[src/rtl/hdlc_pkg.sv]
// Shared types, constants and the word-wide CRC-16/X.25 step for the HDLC
// receive frame controller.
package hdlc_pkg;

  localparam logic [15:0] CRC_INIT = 16'hFFFF;
  localparam logic [15:0] CRC_GOOD = 16'hF0B8;
  localparam logic [15:0] CRC_POLY = 16'h8408;

  localparam logic [1:0] ERR_CRC      = 2'd0;
  localparam logic [1:0] ERR_SHORT    = 2'd1;
  localparam logic [1:0] ERR_LONG     = 2'd2;
  localparam logic [1:0] ERR_OVERFLOW = 2'd3;

  typedef enum logic [2:0] {
    ST_IDLE,
    ST_COLLECT,
    ST_CHECK,
    ST_DRAIN,
    ST_SKIP
  } state_t;

  // Reflected CRC over one 16-bit word, bit 0 (first on the wire) first.
  function automatic logic [15:0] crc16_x25_word(input logic [15:0] crc,
                                                 input logic [15:0] word);
    logic [15:0] c;
    // NOTE: blocking assignments are correct here; c is a local temporary
    // rewritten 16 times within a single evaluation, not a register.
    c = crc;
    for (int i = 0; i < 16; i++) begin
      if (c[0] ^ word[i]) c = (c >> 1) ^ CRC_POLY;
      else                c = c >> 1;
    end
    return c;
  endfunction

endpackage

[src/rtl/hdlc_frame_buffer.sv]
// Single-frame word store: one synchronous write port, one asynchronous read
// port used to replay the frame downstream.
module hdlc_frame_buffer #(
  parameter  int MAX_WORDS = 16,
  localparam int AW        = $clog2(MAX_WORDS)
) (
  input  logic          clk,
  input  logic          i_we,
  input  logic [AW-1:0] i_waddr,
  input  logic [15:0]   i_wdata,
  input  logic [AW-1:0] i_raddr,
  output logic [15:0]   o_rdata
);

  logic [15:0] r_mem [MAX_WORDS];

  // NOTE: the storage has no reset; every word is written before it is read,
  // and leaving it unreset lets it map to plain flops or RAM without a clear.
  always_ff @(posedge clk) begin
    if (i_we) r_mem[i_waddr] <= i_wdata;
  end

  assign o_rdata = r_mem[i_raddr];

endmodule

[src/rtl/hdlc_rx_frame_controller.sv]
// Drains the HDLC input register, buffers one frame, checks its FCS on
// end-of-frame and replays good frames on a valid/ready stream.
module hdlc_rx_frame_controller
  import hdlc_pkg::*;
#(
  parameter  int MAX_WORDS = 16,
  localparam int AW        = $clog2(MAX_WORDS)
) (
  input  logic          clk,
  input  logic          reset_n,
  input  logic [15:0]   rx_word,
  input  logic          rx_valid,
  input  logic          rx_eof_or_abort,
  input  logic          rx_overflow,
  output logic          rx_consumed,
  output logic          rx_reset,
  output logic [15:0]   m_data,
  output logic          m_valid,
  output logic          m_last,
  input  logic          m_ready,
  output logic          frame_ok,
  output logic          frame_err,
  output logic [1:0]    err_code,
  output logic [AW:0]   frame_len,
  output logic [7:0]    dropped_frames
);

  localparam logic [AW:0] WCNT_MAX = (AW+1)'(MAX_WORDS);
  localparam logic [AW:0] WCNT_SAT = (AW+1)'(MAX_WORDS + 1);

  state_t       r_state, w_state_nxt;
  logic         r_consumed, r_eof_q, r_ovf_q;
  logic [AW:0]  r_wcnt;
  logic [AW-1:0] r_rd_ptr;
  logic [15:0]  r_crc;
  logic         r_long, r_ovf, r_busy_drop;
  logic         r_frame_ok, r_frame_err, r_rx_reset;
  logic [1:0]   r_err_code;
  logic [AW:0]  r_frame_len;
  logic [7:0]   r_dropped;

  logic         w_take, w_eof_rise, w_ovf_rise, w_room, w_busy_state;
  logic         w_drain, w_beat, w_last, w_we, w_busy_nxt, w_drop_new;
  logic         w_chk_err;
  logic [1:0]   w_chk_code;
  logic [AW-1:0] w_waddr;
  logic [15:0]  w_rdata;

  assign w_take       = rx_valid & ~r_consumed;
  assign w_eof_rise   = rx_eof_or_abort & ~r_eof_q;
  assign w_ovf_rise   = rx_overflow & ~r_ovf_q;
  assign w_room       = r_wcnt < WCNT_MAX;
  assign w_busy_state = (r_state == ST_CHECK) | (r_state == ST_DRAIN);
  assign w_drain      = (r_state == ST_DRAIN);
  assign w_beat       = w_drain & m_ready;
  assign w_last       = w_drain & ({1'b0, r_rd_ptr} == r_wcnt - (AW+1)'(2));
  assign w_drop_new   = w_take & w_busy_state & ~r_busy_drop;

  assign w_we    = w_take & ((r_state == ST_IDLE) | ((r_state == ST_COLLECT) & w_room));
  assign w_waddr = (r_state == ST_IDLE) ? '0 : r_wcnt[AW-1:0];

  hdlc_frame_buffer #(.MAX_WORDS(MAX_WORDS)) u_buf (
    .clk     (clk),
    .i_we    (w_we),
    .i_waddr (w_waddr),
    .i_wdata (rx_word),
    .i_raddr (r_rd_ptr),
    .o_rdata (w_rdata)
  );

  always_comb begin
    w_chk_err  = 1'b1;
    w_chk_code = ERR_CRC;
    if (r_ovf)                   w_chk_code = ERR_OVERFLOW;
    else if (r_long)             w_chk_code = ERR_LONG;
    else if (r_wcnt < (AW+1)'(2)) w_chk_code = ERR_SHORT;
    else if (r_crc != CRC_GOOD)  w_chk_code = ERR_CRC;
    else                         w_chk_err  = 1'b0;
  end

  // busy_drop marks a frame arriving while we are busy; it ends at that
  // frame's own end-of-frame so the next frame is not swallowed.
  always_comb begin
    // NOTE: every output of this block gets a default first so no path
    // leaves it unassigned, which would otherwise infer a latch.
    w_state_nxt = r_state;
    w_busy_nxt  = r_busy_drop;
    if (w_busy_state) begin
      if (w_take)     w_busy_nxt = 1'b1;
      if (w_eof_rise) w_busy_nxt = 1'b0;
    end else if (r_state == ST_SKIP) begin
      if (w_eof_rise) w_busy_nxt = 1'b0;
    end else begin
      w_busy_nxt = 1'b0;
    end

    case (r_state)
      ST_IDLE:    if (w_take) w_state_nxt = ST_COLLECT;
      ST_COLLECT: if (w_eof_rise) w_state_nxt = ST_CHECK;
      ST_CHECK: begin
        if (w_chk_err) w_state_nxt = w_busy_nxt ? ST_SKIP : ST_IDLE;
        else           w_state_nxt = ST_DRAIN;
      end
      ST_DRAIN:   if (w_beat & w_last) w_state_nxt = w_busy_nxt ? ST_SKIP : ST_IDLE;
      ST_SKIP:    if (w_eof_rise) w_state_nxt = ST_IDLE;
      default:    w_state_nxt = ST_IDLE;
    endcase
  end

  always_ff @(posedge clk) begin
    if (!reset_n) r_state <= ST_IDLE;
    else          r_state <= w_state_nxt;
  end

  always_ff @(posedge clk) begin
    if (!reset_n) begin
      r_consumed  <= 1'b0;
      r_eof_q     <= 1'b0;
      r_ovf_q     <= 1'b0;
      r_wcnt      <= '0;
      r_rd_ptr    <= '0;
      r_crc       <= CRC_INIT;
      r_long      <= 1'b0;
      r_ovf       <= 1'b0;
      r_busy_drop <= 1'b0;
      r_frame_ok  <= 1'b0;
      r_frame_err <= 1'b0;
      r_rx_reset  <= 1'b1;
      r_err_code  <= '0;
      r_frame_len <= '0;
      r_dropped   <= '0;
    end else begin
      r_consumed  <= rx_valid & ~r_consumed;
      r_eof_q     <= rx_eof_or_abort;
      r_ovf_q     <= rx_overflow;
      r_busy_drop <= w_busy_nxt;
      r_frame_ok  <= 1'b0;
      r_frame_err <= 1'b0;
      r_rx_reset  <= 1'b0;
      if (w_drop_new && r_dropped != 8'hFF) r_dropped <= r_dropped + 8'd1;

      case (r_state)
        ST_IDLE: begin
          r_rd_ptr <= '0;
          if (w_take) begin
            r_crc  <= crc16_x25_word(CRC_INIT, rx_word);
            r_wcnt <= (AW+1)'(1);
            r_long <= 1'b0;
            r_ovf  <= 1'b0;
          end
        end
        ST_COLLECT: begin
          if (w_take) begin
            r_crc <= crc16_x25_word(r_crc, rx_word);
            if (w_room) begin
              r_wcnt <= r_wcnt + (AW+1)'(1);
            end else begin
              r_long <= 1'b1;
              r_wcnt <= WCNT_SAT;
            end
          end
          if (w_ovf_rise) r_ovf <= 1'b1;
        end
        ST_CHECK: begin
          r_rd_ptr <= '0;
          if (w_chk_err) begin
            r_frame_err <= 1'b1;
            r_rx_reset  <= 1'b1;
            r_err_code  <= w_chk_code;
          end else begin
            r_frame_ok  <= 1'b1;
            r_frame_len <= r_wcnt - (AW+1)'(1);
          end
        end
        ST_DRAIN: if (w_beat) r_rd_ptr <= r_rd_ptr + AW'(1);
        default: ;
      endcase
    end
  end

  assign rx_consumed    = r_consumed;
  assign rx_reset       = r_rx_reset;
  assign m_valid        = w_drain;
  assign m_data         = w_drain ? w_rdata : '0;
  assign m_last         = w_last;
  assign frame_ok       = r_frame_ok;
  assign frame_err      = r_frame_err;
  assign err_code       = r_err_code;
  assign frame_len      = r_frame_len;
  assign dropped_frames = r_dropped;

endmodule
[config.mk]
export PLATFORM = sky130hd
export DESIGN_NAME = hdlc_rx_frame_controller
export DESIGN_NICKNAME = d
export VERILOG_FILES = /design/src/rtl/hdlc_pkg.sv /design/src/rtl/hdlc_frame_buffer.sv /design/src/rtl/hdlc_rx_frame_controller.sv
export SDC_FILE = /design/constraint.sdc
export NUM_CORES = 1
export LEC_CHECK = 0
export ABC_AREA = 1
export BUFFER_PORTS_ARGS = -buffer_cell sky130_fd_sc_hd__buf_2
export CAP_MARGIN = 20
export CORE_ASPECT_RATIO = 1.75
export CORE_UTILIZATION = 40
export CTS_CLUSTER_DIAMETER = 30
export DETAILED_ROUTE_END_ITERATION = 8
export HOLD_SLACK_MARGIN = 0.12
export PLACE_DENSITY = 0.63
export SYNTH_ARGS = -nofsm -noshare
export SYNTH_HDL_FRONTEND = slang
export SYNTH_SLANG_ARGS = --single-unit
[constraint.sdc]
create_clock -name clk -period 3.6 [get_ports clk]
set_input_delay 0.72 -clock clk [delete_from_list [all_inputs] [get_ports clk]]
set_output_delay 0.72 -clock clk [all_outputs]
set_load 0.02 [all_outputs]
==> Word level (Yosys, flattened, before mapping) <==
Memory sizes are Yosys's and may differ from the RTL's. A register that Yosys moved wholly into a read port is not among the register bits.
Cells that the tools add are included.
{ "classes": {"addsub": 5, "n_lt_le_gt_ge": 2, "n_eq_ne": 15, "muxes": 165, "bitwise_logic": 79, "n_reduce_logical": 13} }
{ "op_table": {"columns": ["op", "count"], "rows": [
  ["16-bit 2-to-1 mux", 125],
  ["2-bit NOT with 3-bit output", 31],
  ["16-bit case mux with 2 select lines", 1],
  ["1-bit bitwise XOR", 31],
  ["1-bit 2-to-1 mux", 19],
  ["3-bit 2-to-1 mux", 6],
  ["4-bit 2-to-1 mux", 4],
  ["16-bit != test (second input constant)", 1],
  ["5-bit 2-to-1 mux", 3],
  ["3-bit case mux with 5 select lines", 1],
  ["2-bit != test (second input constant)", 6],
  ["1-bit bitwise AND", 10],
  ["5-bit case mux with 2 select lines", 1],
  ["8-bit by 1-bit adder with 8-bit output (second input constant)", 1],
  ["8-bit != test (second input constant)", 1],
  ["4-bit case mux with 2 select lines", 1],
  ["2-bit AND reduction", 4],
  ["4-bit AND reduction", 2],
  ["3-bit by 2-bit == test with 1-bit output (second input constant)", 2],
  ["3-bit AND reduction", 2],
  ["5-bit by 1-bit adder with 5-bit output (second input constant)", 1],
  ["4-bit by 5-bit == test with 1-bit output", 1],
  ["5-bit by 2-bit less-than comparator with 1-bit output (second input constant)", 1],
  ["5-bit less-than comparator (second input constant)", 1],
  ["14 further kinds", 23]
]} }
{ "totals": {"register_bits": 52, "mem_bits_rw": 256, "inputBits": 22, "output_inout_bits": 37, "memories": 1} }
{ "memory_table": {"columns": ["name", "words", "width", "read_ports", "rd_ports_with_merged_regs", "write_ports", "line_no", "rtl"], "rows": [
  ["u_buf.r_mem", 16, 16, 1, 1, 1, "hdlc_frame_buffer.sv:15", "logic [15:0] r_mem [MAX_WORDS];"]
]} }

==> Logic depth before layout (Yosys ltp) <==
{ "depth": {"word_depth": 79, "mapped_depth": 15} }

==> By module <==
From an unflattened synthesis, not the netlist that was laid out.
{ "unflattened": {"cells_unflattened": 1663, "hier_area_um2": 14936.8} }
{ "by_module_without_submodules": {"columns": ["module", "n_inst", "cells_per_inst", "area_per_inst_um2", "seq_area_each_um2"], "rows": [
  ["hdlc_frame_buffer", 1, 1058, 11060.6, 7687.4],
  ["hdlc_rx_frame_controller", 1, 605, 3876.2, 1041.0]
]} }

==> Worst setup path after synthesis <==
No wires, ideal clock.
{ "synth_timing": {"path_kind": "input to register", "start": "in rx_valid", "end": "mem u_buf.r_mem[12][0] (enable)", "setup_time_ns": 0.388, "arrival_time_ns": 2.309, "setup_slack_ns": 0.903, "path_stages": 8, "n_path_buf": 0, "cell_sequence": "inv_1 nor2_2 inv_2 nor3_4 inv_2 a21oi_2 nand3_1 nor2_1"} }
{ "synth_between": {"elab_chain_cells": 4} }
{ "synth_rtl": {"columns": ["item", "line_no", "rtl"], "rows": [
  ["start: declaration", "hdlc_rx_frame_controller.sv:12", "input logic rx_valid,"],
  ["1-bit bitwise AND", "hdlc_rx_frame_controller.sv:49", "assign w_take = rx_valid & ~r_consumed;"],
  ["1-bit bitwise AND", "hdlc_rx_frame_controller.sv:59", "assign w_we = w_take & ((r_state == ST_IDLE) | ((r_state == ST_COLLECT) & w_room));"],
  ["1-bit 2-to-1 mux", "hdlc_frame_buffer.sv:20", "if (i_we) r_mem[i_waddr] <= i_wdata;"],
  ["1-bit 2-to-1 mux (not written as such)", "hdlc_frame_buffer.sv:20", null],
  ["end: declaration", "hdlc_frame_buffer.sv:15", null]
]} }
Every way passes these cells.

==> flow_summary.json <==
{
  "status": "complete, no violations",
  "wl_per_cell_um": 19.84,
  "ios": 59,
  "area_growth_pct": 16.80,
  "antenna_found_initial": 1,
  "cts.sinks": 312,
  "num_rows": 90,
  "finish.instance_area_um2": 16300,
  "syn-cell-area_um2": 13960,
  "finalSetupViolations": 0,
  "rsz0062_at_grt": "false",
  "wl_um": 37280,
  "critPathKind": "register to output port",
  "start_util": 0.4051,
  "ir_drop_v": 0.0004629,
  "avgSynthCellArea_um2": 10.60,
  "dieWidth_um": 143.2,
  "wl_met1_um": 13540,
  "synth_common_cells": "edfxtp_1 (256), nor2_1 (182), nand2_1 (178)",
  "grt_overflow": 0,
  "vias": 10147,
  "critPathRequiredTime_ps": 2880,
  "critPathMaxStageDelay_ps": 610,
  "grtUsageTotal": 0.2111,
  "dpl_cell_area_um2": 14850,
  "hold_viol": 0,
  "endpoint_kind": "output port",
  "yosysWarningCount": 0,
  "maxSlewHeadroom": 0.4819,
  "grt_pass1_vias": 9999,
  "cts.clk_slew.worst_paths_ps": 60,
  "clock.fmax_mhz": 306.8,
  "synth_fa_ha_area_frac": 0.006275,
  "hold_path_class": "input port to register",
  "hold_ws_ps": 381.5,
  "rr_startpoint": "r_state[0]",
  "p_per_area_nw_per_um2": 729.6,
  "async_flop_share": 0,
  "cts_tree": "built",
  "hp-start": "rx_overflow",
  "io_buffers": 58,
  "synthDistinctLibCells": 46,
  "worst_pin_slew_ps": 776.4,
  "numCtsBuffers": 42,
  "routed.top_layer": "met4",
  "synth_mux_area_frac": 0,
  "cts-root-buf": "clkbuf_16",
  "hold_path_end": "r_ovf_q",
  "yosysMostFrequentCell": "edfxtp_1",
  "ff2ff_setup_slack_ps": 1270,
  "path_max_fanout": 24,
  "ys_seq_elements": 312,
  "synthXorXnorAreaFrac": 0.03245,
  "cap_violations": 0,
  "dieArea_um2": 35680,
  "synth_top_area_share": 0.5507,
  "post-cts-setup-buffers": 0,
  "syn_nets": 1346,
  "coreArea_um2": 34460,
  "fin_crit_ps": 3259,
  "layout-drive-gt1-share": 0.1763,
  "netlist_instances": 1317,
  "synth_ff_type": "edfxtp_1",
  "clock_skew_ps": 34.80,
  "ctsHtreeMaxLevel": 2,
  "synth_edf_count": 256,
  "via_per_inst": 5.400,
  "synth.area.top_cells": "edfxtp_1 (55%), dfxtp_1 (8.0%), o21ai_0 (5.1%), nor2_1 (4.9%), nand2_1 (4.8%)",
  "rr_worst_depth": 6,
  "yosysTopAreaCell": "edfxtp_1",
  "synth_top_family_by_area": "simple AND/OR/NAND/NOR gates",
  "fin_tns_setup_ps": 0,
  "drtIter0Drc": 626,
  "gp_congestion": 0.9024,
  "crit_chain": "buf_4, o21ai_0, o22ai_1, o211ai_1, a21oi_1, buf_2",
  "clockBufferDepth": 3,
  "slowest_stage": "dfxtp_2",
  "cp.arrival_ps": 2540,
  "place_hpwl_um": 23660,
  "grt_max_degree": 129,
  "leakage_uw": 0.005963,
  "start_kind": "register",
  "min_delay_path_depth": 3,
  "drcViolationCount": 0,
  "die_h_um": 249.1,
  "dr_wl_met2_um": 20220,
  "firstDrtPassIters": 6,
  "final_nets": 1413,
  "drtAntennaViolNets": 0,
  "seq_area_frac_synth": 0.6311,
  "slew_viol_final": 0,
  "holdBufCountCts": 0,
  "period_share": 0.9053,
  "fin_util": 0.4731,
  "synth_compound_gate_area_share": 0.1277,
  "cts_resized": 0,
  "synthSimpleGateAreaFrac": 0.1541,
  "route.met3.wl_um": 1680,
  "grt_pass1_wl_um": 55980,
  "clk-insertion-delay-late_ps": 560
}
sequential cells by signal, summed over array words and instances (netlist names), named ones only:
name            count
frame_ok            1
r_wcnt              5
frame_len           5
dropped_frames      8
err_code            2
r_crc              16
r_eof_q             1
u_buf.r_mem       256
r_ovf               1
r_ovf_q             1
rx_consumed         1
r_busy_drop         1
r_state             3
frame_err           1
r_rd_ptr            4
rx_reset            1
r_long              1
worst max-delay path, delay by kind of cell, from the launching register on:
kind / cells / cell delay (ps)
flip-flops: 1 / 610
AO/OA/AOI/OAI: 4 / 780
buffers and inverters: 2 / 570
per-layer routing:
metal  vias to the layer above  global-route usage
met5                         -                   0
met4                         0              0.1131
met3                        98             0.02845
met2                       305              0.3954
met1                      4947              0.2236
li1                       4797                   -
where the power goes:
| part | switching, µW | internal, µW |
|---|---|---|
| Combinational | 2290 | 1040 |
| Sequential | 233 | 4130 |
| Clock | 1660 | 2550 |
| Total | 4180 | 7710 |
cell type report:
class	instances	area, µm²
clock inverter	29	347.8
fill	3205	18150
multi-input combinational	848	4514
timing repair buffer	93	615.6
inverter	87	334.1
sequential	312	8815
tap	460	575.6
antenna	1	2.502
clock buffer	49	1099
per-stage QoR:
| stage | total power [µW] | cells | worst slack, ps |
|---|---|---|---|
| 6_report | 11900 | 1879 | 341.0 |
| 5_1_grt | 12470 | 1879 | 226.9 |
| 4_1_cts | 11950 | 1878 | 294.2 |
| 3_5_place_dp | 7748 | 1800 | 857.9 |
| 3_3_place_gp | 7693 | 1800 | 894.2 |
| 2_1_floorplan | 6762 | 1317 | 902.7 |
cell usage in the layout, fill, tap and decap left out, types with 9 or more instances in the layout:
master      synthesis  routed
buf_4               9      30
edfxtp_1          256     256
xor2_1             31      31
buf_2              11      58
inv_1              69      68
o22ai_1            19      19
dfxtp_1            56      53
a21oi_1            51      51
nand3_1            60      60
nor3_1             10      10
clkbuf_16           0      43
nor2_2              5      21
clkinvlp_4          0       9
o21ai_0           142     142
o211ai_1           23      23
inv_2              14      14
nor2_1            182     166
o221ai_1           46      46
nand2_2            29      29
nand2_1           178     178
xnor2_1            17      17
worst max path at each step:
stage,to,depth (start not counted),slack (ps),start
floorplan,u_buf.r_mem[12][0],8,900,rx_valid
global placement,u_buf.r_mem[7][15],10,890,rx_valid
detailed placement,u_buf.r_mem[7][15],10,860,rx_valid
CTS,m_data[12],6,290,register
global route,m_data[12],6,230,register
finish,m_data[12],6,340,register
kinds of logic (layout without fill, tap and decap cells):
logic type,Yosys count,in the layout
simple gates,491,491
xor+xnor,50,50
flops,312,312
fa+ha+maj,7,7
buf+inv,157,258
compound gates,300,300
other cells,0,1
Power figures use the tool's default switching activity.
